File: config.mk
export PLATFORM = sky130hd
export DESIGN_NAME = aes_dec_ctrl_flat
export DESIGN_NICKNAME = d
export VERILOG_FILES = /design/src/rtl/aes_pkg.sv /design/src/rtl/aes_dec_ctrl_if.sv /design/src/rtl/aes_rnd_cnt.sv /design/src/rtl/aes_dec_ctrl.sv /design/src/flat_wrapper.sv
export SDC_FILE = /design/constraint.sdc
export NUM_CORES = 1
export LEC_CHECK = 0
export ABC_AREA = 1
export ABC_CLOCK_PERIOD_IN_PS = 2110
export CAP_MARGIN = 15
export CORE_AREA = 2 2 40 42
export DETAILED_ROUTE_END_ITERATION = 16
export DIE_AREA = 0 0 42 44
export HOLD_SLACK_MARGIN = 0.1
export PLACE_DENSITY_LB_ADDON = 0.12
export SYNTH_ARGS = -nofsm -noshare
export SYNTH_HDL_FRONTEND = slang
export SYNTH_SLANG_ARGS = --single-unit
export TNS_END_PERCENT = 5
File: constraint.sdc
create_clock -name clk -period 2.11 [get_ports clk]
set_input_delay 0.422 -clock clk [delete_from_list [all_inputs] [get_ports clk]]
set_output_delay 0.422 -clock clk [all_outputs]
set_load 0.01 [all_outputs]
File: src/rtl/aes_pkg.sv
// Shared AES types: opcodes, round counts and the inverse-cipher controller state encoding.
package aes_pkg;

    typedef enum logic [2:0] {
        NOOP,
        AESENC,
        AESENCLAST,
        AESENCFULL,
        AESDEC,
        AESDECLAST,
        AESDECFULL
    } opcode;

    localparam int NR128 = 10;
    localparam int NR192 = 12;
    localparam int NR256 = 14;

    typedef enum logic [2:0] {
        IDLE,
        LOAD,
        SBOX,
        ROUND,
        DONE
    } dec_state_t;

    // A full-block decrypt needs the expanded schedule in place; single rounds bring their own key.
    function automatic logic dec_accept(input opcode op, input logic key_ready);
        return (op == AESDEC) || (op == AESDECLAST) || ((op == AESDECFULL) && key_ready);
    endfunction

endpackage

File: src/rtl/aes_dec_ctrl_if.sv
// Request/strobe bundle between a requester (master) and the inverse-cipher controller (slave).
interface aes_dec_ctrl_if #(
    parameter int RW = 4
);
    import aes_pkg::*;

    logic          start_i;
    opcode         opcode_i;
    logic          key_ready_i;
    logic          busy_o;
    logic          load_o;
    logic          key_sel_o;
    logic          inv_sub_o;
    logic          add_key_o;
    logic          inv_mix_o;
    logic          final_rnd_o;
    logic [RW-1:0] rk_idx_o;
    logic          plain_ready_o;

    modport master (
        output start_i, opcode_i, key_ready_i,
        input  busy_o, load_o, key_sel_o, inv_sub_o, add_key_o,
               inv_mix_o, final_rnd_o, rk_idx_o, plain_ready_o
    );

    modport slave (
        input  start_i, opcode_i, key_ready_i,
        output busy_o, load_o, key_sel_o, inv_sub_o, add_key_o,
               inv_mix_o, final_rnd_o, rk_idx_o, plain_ready_o
    );

endinterface

File: src/rtl/aes_rnd_cnt.sv
// Loadable round down-counter with zero flag; saturates at zero so it never wraps.
module aes_rnd_cnt #(
    parameter int            RW      = 4,
    parameter logic [RW-1:0] RST_VAL = '0
) (
    input  logic          clk,
    input  logic          rst,
    input  logic          load,
    input  logic [RW-1:0] load_val,
    input  logic          dec,
    output logic [RW-1:0] cnt,
    output logic          zero
);

    assign zero = (cnt == '0);

    // NOTE: sequential state uses non-blocking assignments so every flop samples pre-edge values.
    always_ff @(posedge clk) begin
        if (rst) begin
            cnt <= RST_VAL;
        end else if (load) begin
            cnt <= load_val;
        end else if (dec && !zero) begin
            cnt <= cnt - 1'b1;
        end
    end

endmodule

File: src/rtl/aes_dec_ctrl.sv
// Inverse-cipher control FSM: sequences datapath strobes and round-key reads for AESDEC/AESDECLAST/AESDECFULL.
module aes_dec_ctrl
    import aes_pkg::*;
#(
    parameter int NR = 10,
    parameter int RW = 4
) (
    input  logic              clk,
    input  logic              rst,
    aes_dec_ctrl_if.slave     bus
);

    localparam logic [2:0] ST_IDLE  = IDLE;
    localparam logic [2:0] ST_LOAD  = LOAD;
    localparam logic [2:0] ST_SBOX  = SBOX;
    localparam logic [2:0] ST_ROUND = ROUND;
    localparam logic [2:0] ST_DONE  = DONE;

    logic [2:0]    state_q;
    logic [2:0]    state_d;
    opcode         op_q;
    logic          accept;
    logic          is_full;
    logic          cnt_load;
    logic          cnt_dec;
    logic [RW-1:0] rnd;
    logic          rnd_zero;

    assign accept  = (state_q == ST_IDLE) && bus.start_i && dec_accept(bus.opcode_i, bus.key_ready_i);
    assign is_full = (op_q == AESDECFULL);

    aes_rnd_cnt #(
        .RW      (RW),
        .RST_VAL (RW'(NR - 1))
    ) u_rnd_cnt (
        .clk      (clk),
        .rst      (rst),
        .load     (cnt_load),
        .load_val (RW'(NR - 1)),
        .dec      (cnt_dec),
        .cnt      (rnd),
        .zero     (rnd_zero)
    );

    // NOTE: every always_comb output gets a default first so no path leaves it unassigned (no latch).
    always_comb begin
        state_d  = state_q;
        cnt_load = 1'b0;
        cnt_dec  = 1'b0;
        case (state_q)
            ST_IDLE: begin
                if (accept) begin
                    state_d  = ST_LOAD;
                    cnt_load = (bus.opcode_i == AESDECFULL);
                end
            end
            ST_LOAD:  state_d = ST_SBOX;
            ST_SBOX:  state_d = ST_ROUND;
            ST_ROUND: begin
                if (is_full && !rnd_zero) begin
                    cnt_dec = 1'b1;
                    state_d = ST_SBOX;
                end else begin
                    state_d = ST_DONE;
                end
            end
            ST_DONE:  state_d = ST_IDLE;
            default:  state_d = ST_IDLE;
        endcase
    end

    always_ff @(posedge clk) begin
        if (rst) begin
            state_q <= ST_IDLE;
            op_q    <= NOOP;
        end else begin
            state_q <= state_d;
            if (accept) begin
                op_q <= bus.opcode_i;
            end
        end
    end

    // Outside SBOX/ROUND the store is pointed at rk[NR], so it is already valid when LOAD adds it.
    assign bus.busy_o        = (state_q != ST_IDLE);
    assign bus.load_o        = (state_q == ST_LOAD);
    assign bus.inv_sub_o     = (state_q == ST_SBOX);
    assign bus.add_key_o     = (state_q == ST_ROUND) || ((state_q == ST_LOAD) && is_full);
    assign bus.key_sel_o     = !is_full && ((state_q == ST_LOAD) || (state_q == ST_ROUND));
    assign bus.inv_mix_o     = (state_q == ST_ROUND) && (is_full ? !rnd_zero : (op_q == AESDEC));
    assign bus.final_rnd_o   = (state_q == ST_ROUND) && (is_full ? rnd_zero : (op_q == AESDECLAST));
    assign bus.plain_ready_o = (state_q == ST_DONE);
    assign bus.rk_idx_o      = ((state_q == ST_SBOX) || (state_q == ST_ROUND)) ? rnd : RW'(NR);

endmodule

File: src/flat_wrapper.sv
// flat-port wrapper written by rule: the top's interface ports become plain ports
module aes_dec_ctrl_flat import aes_pkg::*;
#(
    parameter int NR = 10,
    parameter int RW = 4
)
  (clk, rst, bus_start_i, bus_opcode_i, bus_key_ready_i, bus_busy_o, bus_load_o, bus_key_sel_o, bus_inv_sub_o, bus_add_key_o, bus_inv_mix_o, bus_final_rnd_o, bus_rk_idx_o, bus_plain_ready_o);
  aes_dec_ctrl_if #(.RW(RW)) bus_i ();
  input  logic clk;
  input  logic rst;
  input wire logic [$bits(bus_i.start_i)-1:0] bus_start_i;
  input wire logic [$bits(bus_i.opcode_i)-1:0] bus_opcode_i;
  input wire logic [$bits(bus_i.key_ready_i)-1:0] bus_key_ready_i;
  output wire logic [$bits(bus_i.busy_o)-1:0] bus_busy_o;
  output wire logic [$bits(bus_i.load_o)-1:0] bus_load_o;
  output wire logic [$bits(bus_i.key_sel_o)-1:0] bus_key_sel_o;
  output wire logic [$bits(bus_i.inv_sub_o)-1:0] bus_inv_sub_o;
  output wire logic [$bits(bus_i.add_key_o)-1:0] bus_add_key_o;
  output wire logic [$bits(bus_i.inv_mix_o)-1:0] bus_inv_mix_o;
  output wire logic [$bits(bus_i.final_rnd_o)-1:0] bus_final_rnd_o;
  output wire logic [$bits(bus_i.rk_idx_o)-1:0] bus_rk_idx_o;
  output wire logic [$bits(bus_i.plain_ready_o)-1:0] bus_plain_ready_o;
  assign bus_i.start_i = bus_start_i;
  assign bus_i.opcode_i = bus_opcode_i;
  assign bus_i.key_ready_i = bus_key_ready_i;
  assign bus_busy_o = bus_i.busy_o;
  assign bus_load_o = bus_i.load_o;
  assign bus_key_sel_o = bus_i.key_sel_o;
  assign bus_inv_sub_o = bus_i.inv_sub_o;
  assign bus_add_key_o = bus_i.add_key_o;
  assign bus_inv_mix_o = bus_i.inv_mix_o;
  assign bus_final_rnd_o = bus_i.final_rnd_o;
  assign bus_rk_idx_o = bus_i.rk_idx_o;
  assign bus_plain_ready_o = bus_i.plain_ready_o;
  aes_dec_ctrl #(.NR(NR), .RW(RW)) u_core (.clk(clk), .rst(rst), .bus(bus_i));
endmodule
# Word level (Yosys, flattened, before mapping)
# Index checks and enable logic that the tools add are counted.
[word_totals]
regBits = 10
latch_bits = 0
ramBits = 0
mem_bits_ro = 0
inputBits = 7
out_inout_bits = 12
elab_cells = 45
mem_count = 0
[classes]
n_addsub = 1
mul = 0
n_div = 0
magnitude_cmp = 0
eq_ne = 11
n_shift = 0
mux = 10
bitwise = 0
n_reduce_logical = 20
[op_table]
columns = ["operator", "count"]
rows = [
  ["$eq A3 B3 Y1 const B", 7],
  ["$pmux W3 S4", 1],
  ["$logic_and A1 B1 Y1", 9],
  ["$eq A3 B2 Y1 const B", 2],
  ["$mux W1", 6],
  ["$mux W3", 2],
  ["$logic_or A1 B1 Y1", 5],
  ["$logic_not A4 Y1", 1],
  ["$mux W4", 1],
  ["$sub A4 B1 Y4 const B", 1],
  ["$eq A3 B1 Y1 const B", 1],
  ["$logic_not A3 Y1", 1],
  ["$reduce_bool A3 Y1", 1],
  ["$logic_not A1 Y1", 2],
  ["$ne A2 B1 Y1 const B", 1],
  ["$reduce_or A2 Y1", 1],
]

# Depth between registers and ports, before layout
[logic_depth]
ltp_word = 7
ltp_mapped = 7
depth_no_buf = 7

# Cells and area by module
# A second synthesis with hierarchy kept.
[unflattened]
hier_cells = 111
area_unflattened_um2 = 669.4
[modules_own_cells]
columns = ["mod", "instances", "cells_each", "area_each_um2", "seq_area_each_um2"]
rows = [
  ["aes_dec_ctrl", 1, 66, 399.1, 120.1],
  ["aes_rnd_cnt", 1, 45, 270.3, 80.1],
]

# Worst setup path before layout
# Ideal clock, no wire load.
[synth_timing]
kind = "register to output"
startpoint = "register u_core.u_rnd_cnt.cnt[0]"
endpoint = "output bus_inv_mix_o"
t_arrival_ns = 1.133
setup_slack_ns = 0.555
path_stages_with_launch = 6
path_buffers = 0
path_cell_list = "dfxtp_1 inv_1 ha_1 nand3_1 nor2_1 nor4_1"
[synth_via]
elab_chain_len = 4
[synth_rtl]
columns = ["element", "line", "text"]
rows = [
  ["start, declared", "aes_rnd_cnt.sv:11", "output logic [RW-1:0] cnt,"],
  ["start signal, assigned", "aes_rnd_cnt.sv:22", "cnt <= load_val;"],
  ["start signal, assigned", "aes_rnd_cnt.sv:24", "cnt <= cnt - 1'b1;"],
  ["$logic_not A4 Y1", "aes_rnd_cnt.sv:15", "assign zero = (cnt == '0);"],
  ["$logic_not A1 Y1", "aes_dec_ctrl.sv:90", "assign bus.inv_mix_o = (state_q == ST_ROUND) && (is_full ? !rnd_zero : (op_q == AESDEC));"],
  ["$mux W1", "aes_dec_ctrl.sv:90", ""],
  ["$logic_and A1 B1 Y1", "aes_dec_ctrl.sv:90", ""],
  ["end, declared", "flat_wrapper.sv:19", "output wire logic [$bits(bus_i.inv_mix_o)-1:0] bus_inv_mix_o;"],
]
# No other way between the ends.

# Final worst setup path
[layout_timing]
startpoint = "register u_core.state_q[2]"
endpoint = "output bus_rk_idx_o[1]"
[layout_via]
elab_chain_len = 3
[layout_rtl]
columns = ["element", "line", "text"]
rows = [
  ["start, declared", "aes_dec_ctrl.sv:19", "logic [2:0] state_q;"],
  ["start signal, assigned", "aes_dec_ctrl.sv:77", "state_q <= state_d;"],
  ["$eq A3 B2 Y1", "aes_dec_ctrl.sv:93", "assign bus.rk_idx_o = ((state_q == ST_SBOX) || (state_q == ST_ROUND)) ? rnd : RW'(NR);"],
  ["$logic_or A1 B1 Y1 *", "aes_dec_ctrl.sv:93", ""],
  ["$mux W4 *", "aes_dec_ctrl.sv:93", ""],
  ["end, declared", "flat_wrapper.sv:21", "output wire logic [$bits(bus_i.rk_idx_o)-1:0] bus_rk_idx_o;"],
]
# Every way passes the cells marked *; elsewhere a longest branch is shown, timed or not.

==> impl_metrics.toml <==
[worst_setup_path]
worst_ep_required_time_ns = 1.69
cpPeakStageDelay_ns = 0.53
r2r_end = "u_core.u_rnd_cnt.cnt[2]"
worstSetupStartpointType = "register"
cpMaxStageDelayCell = "clkdlybuf4s50_1"
r2r_start = "u_core.u_rnd_cnt.cnt[1]"
reg2reg_slack_ns = 0.86
cp_top_family = "buffers and inverters"
cp.buffers_inverters = 2
r2r_cells = 7
crit_type = "reg -> out"
path_max_fanout = 6
critPathArrivalTime_ns = 1.58
end_kind = "output pin"
crit_chain = "inv_1, nand3_2, nand2_2, nand2_1, clkdlybuf4s50_1"

[die]
coreArea_sq_um = 1420
die_x_um = 42
io_pins = 19
num_rows = 14
die_area_sq_um = 1850
start_util = 0.429
die_y_um = 44

[clocking]
cts_root_buf = "clkbuf_4"
htreeDepth = 1
clk_pin_slew_worst_paths_ns = 0.07
postCtsHoldBufs = 0
post-cts-setup-buffer-count = 0
cts_tree = "built"
clock_latency_ns = 0.26
clock-sinks = 10
numCtsBuffers = 3
clockBufferDepth = 2

[sta]
tightest_slew_ns = 0.352
hold_slack_ns = 0.483
fin_ws_ns = 0.113
post-route-min-period_ns = 2.00
max_slew_margin = 0.764
hold_viol = 0
max_freq_mhz = 501
finClkSkew_ns = 0.00196
period_share = 0.947
slew_violations = 0
setup_tns_ns = 0
rsz0062_at_grt = "false"
setup_violations = 0

[global_routing]
track_usage = 0.169
grt_pass1_wl_mm = 2.37
overflow = 0
grt_pass1_vias = 578
antenna_found_initial = 0
grt_max_degree = 8

[place]
dpl.hpwl_mm = 1.12
portBuffers = 18
gp_congestion = 0.827
pre_cts_ws_ns = 0.126
dpl_cell_area_sq_um = 817

[yosys]
synth.area.top_cells = "dfxtp_1, nand2_1, inv_1"
ys_ff_latch = 10
synth-edff-count = 0
dominantRegCellSynth = "dfxtp_1"
synth_top_area_cell = "dfxtp_1"
async_flop_share = 0
synth.net_count = 97
yosysTopAreaCellShare = 0.329
ys_top_cells_by_count = "nand2_1, inv_1, dfxtp_1"
syn-cell-area_sq_um = 609
syn-instance-count = 89
synth.most_common_cell = "nand2_1"
ys_types = 22
yosysSeqAreaShare = 0.329
ys_warn_count = 0
synth.avg_cell_area_sq_um = 6.85

[power]
power.density_nw_per_um2 = 621
ir_worst_vdd_uv = 335
p_leak_uw = 0.000403

[cells_and_area]
multiInputGateArea_sq_um = 360
seq_area_sq_um = 204
design_area_sq_um = 870
nets = 121
nFillCells = 139
antenna_cells = 0
layout-drive-gt1-share = 0.196
syn_to_final_growth_pct = 42.7

[flow_run]
maxCapViolations = 0

[route]
vias = 639
drtAntennaViolNets = 0
vias_per_cell = 4.99
routed_wl_mm = 1.42
dr.pass1.iters = 4
drt_iter0_drc = 11
route.detailed.drc = 0
routedWlPerCell_um = 11.1

[hold_path]
hold_depth = 2
hp-start = "u_core.op_q[0]"
hold_class = "reg -> reg"
holdPathEnd = "u_core.op_q[0]"

[run_status]
status = "complete, no violations"
==> area by class of cell <==
cell class	count	area share
Inverter	17	0.0734
Tap cell	16	0.0230
Multi-Input combinational cell	62	0.414
Clock buffer	4	0.0417
Sequential cell	10	0.235
Timing Repair Buffer	19	0.213
==> cells in the final DEF (no fill, tap or decap) <==
master           count
o21ai_0              2
clkbuf_8             1
nor3b_1              1
nor2_4               3
nand3_1              5
buf_4                1
dlymetal6s2s_1       1
nand3_2              5
nor2_2               2
ha_1                 1
nor2_1               7
dlygate4sd2_1        4
nand2_1             17
xor2_1               1
a21oi_2              1
o21ai_1              1
nor3_1               3
nand2_2              2
nor4_1               1
nand4_1              2
clkbuf_4             3
a21oi_1              5
clkdlybuf4s50_1     13
dfxtp_2              3
nand3b_1             1
inv_1               17
dfxtp_1              7
a31oi_1              1
nand2_4              1
==> how the worst max path moves through the flow <==
stage / from / endpoint / cells past startpoint
after floorplan: u_core.u_rnd_cnt.cnt[0] / bus_inv_mix_o / 5
after global placement: u_core.state_q[0] / bus_rk_idx_o[0] / 5
after detailed placement: u_core.state_q[0] / bus_rk_idx_o[0] / 5
after CTS: u_core.state_q[2] / bus_rk_idx_o[0] / 6
after global routing: u_core.state_q[2] / bus_rk_idx_o[1] / 5
final: u_core.state_q[2] / bus_rk_idx_o[1] / 5
==> where the power goes <==
group          switching (uW)  internal [uW]
logic                    74.4           72.0
registers                15.0            201
clock network            73.0            105
==> cells by family after synthesis <==
kind of cell,Yosys count,synth area share
AOI/OAI and AO/OA,10,0.0903
DFF,10,0.329
xor gates and xnor gates,1,0.0144
and+or+nand+nor,50,0.441
adders and majority gates,1,0.0205
buffers and inverters,17,0.105
==> worst register-to-register path, delay by kind of cell, from the launching register on <==
kind,cells,cell delay [ns]
AO/OA/AOI/OAI,1,0.13
adder cells (fa/ha/maj),1,0.22
buffers and inverters,1,0.07
flip-flops,1,0.35
AND/OR/NAND/NOR,4,0.43
==> state kept, by name, summed over array words and instances (netlist names) <==
signal and cells:
u_core.u_rnd_cnt.cnt 4, u_core.op_q 3, u_core.state_q 3
==> per-layer routing <==
layer / track usage / vias up / share of wire
met4: 0.0968 / 0 / 0.0085
li1: - / 333 / -
met3: 0.0250 / 2 / 0.044
met5: 0 / - / 0
met1: 0.217 / 291 / 0.49
met2: 0.272 / 13 / 0.46
==> what timing repair did <==
item,CTS,global route
pin swaps,0,0
resized for setup,8,4
endpoints found under the setup margin,7,3
==> stage by stage <==
step / total power, uW / instances / util
after floorplan: 293 / 89 / -
after global placement: 363 / 124 / 0.576
after detailed placement: 365 / 124 / 0.576
after CTS: 546 / 128 / 0.604
after global routing: 567 / 128 / 0.613
final: 540 / 128 / 0.613
(Power assumes the default switching activity.)
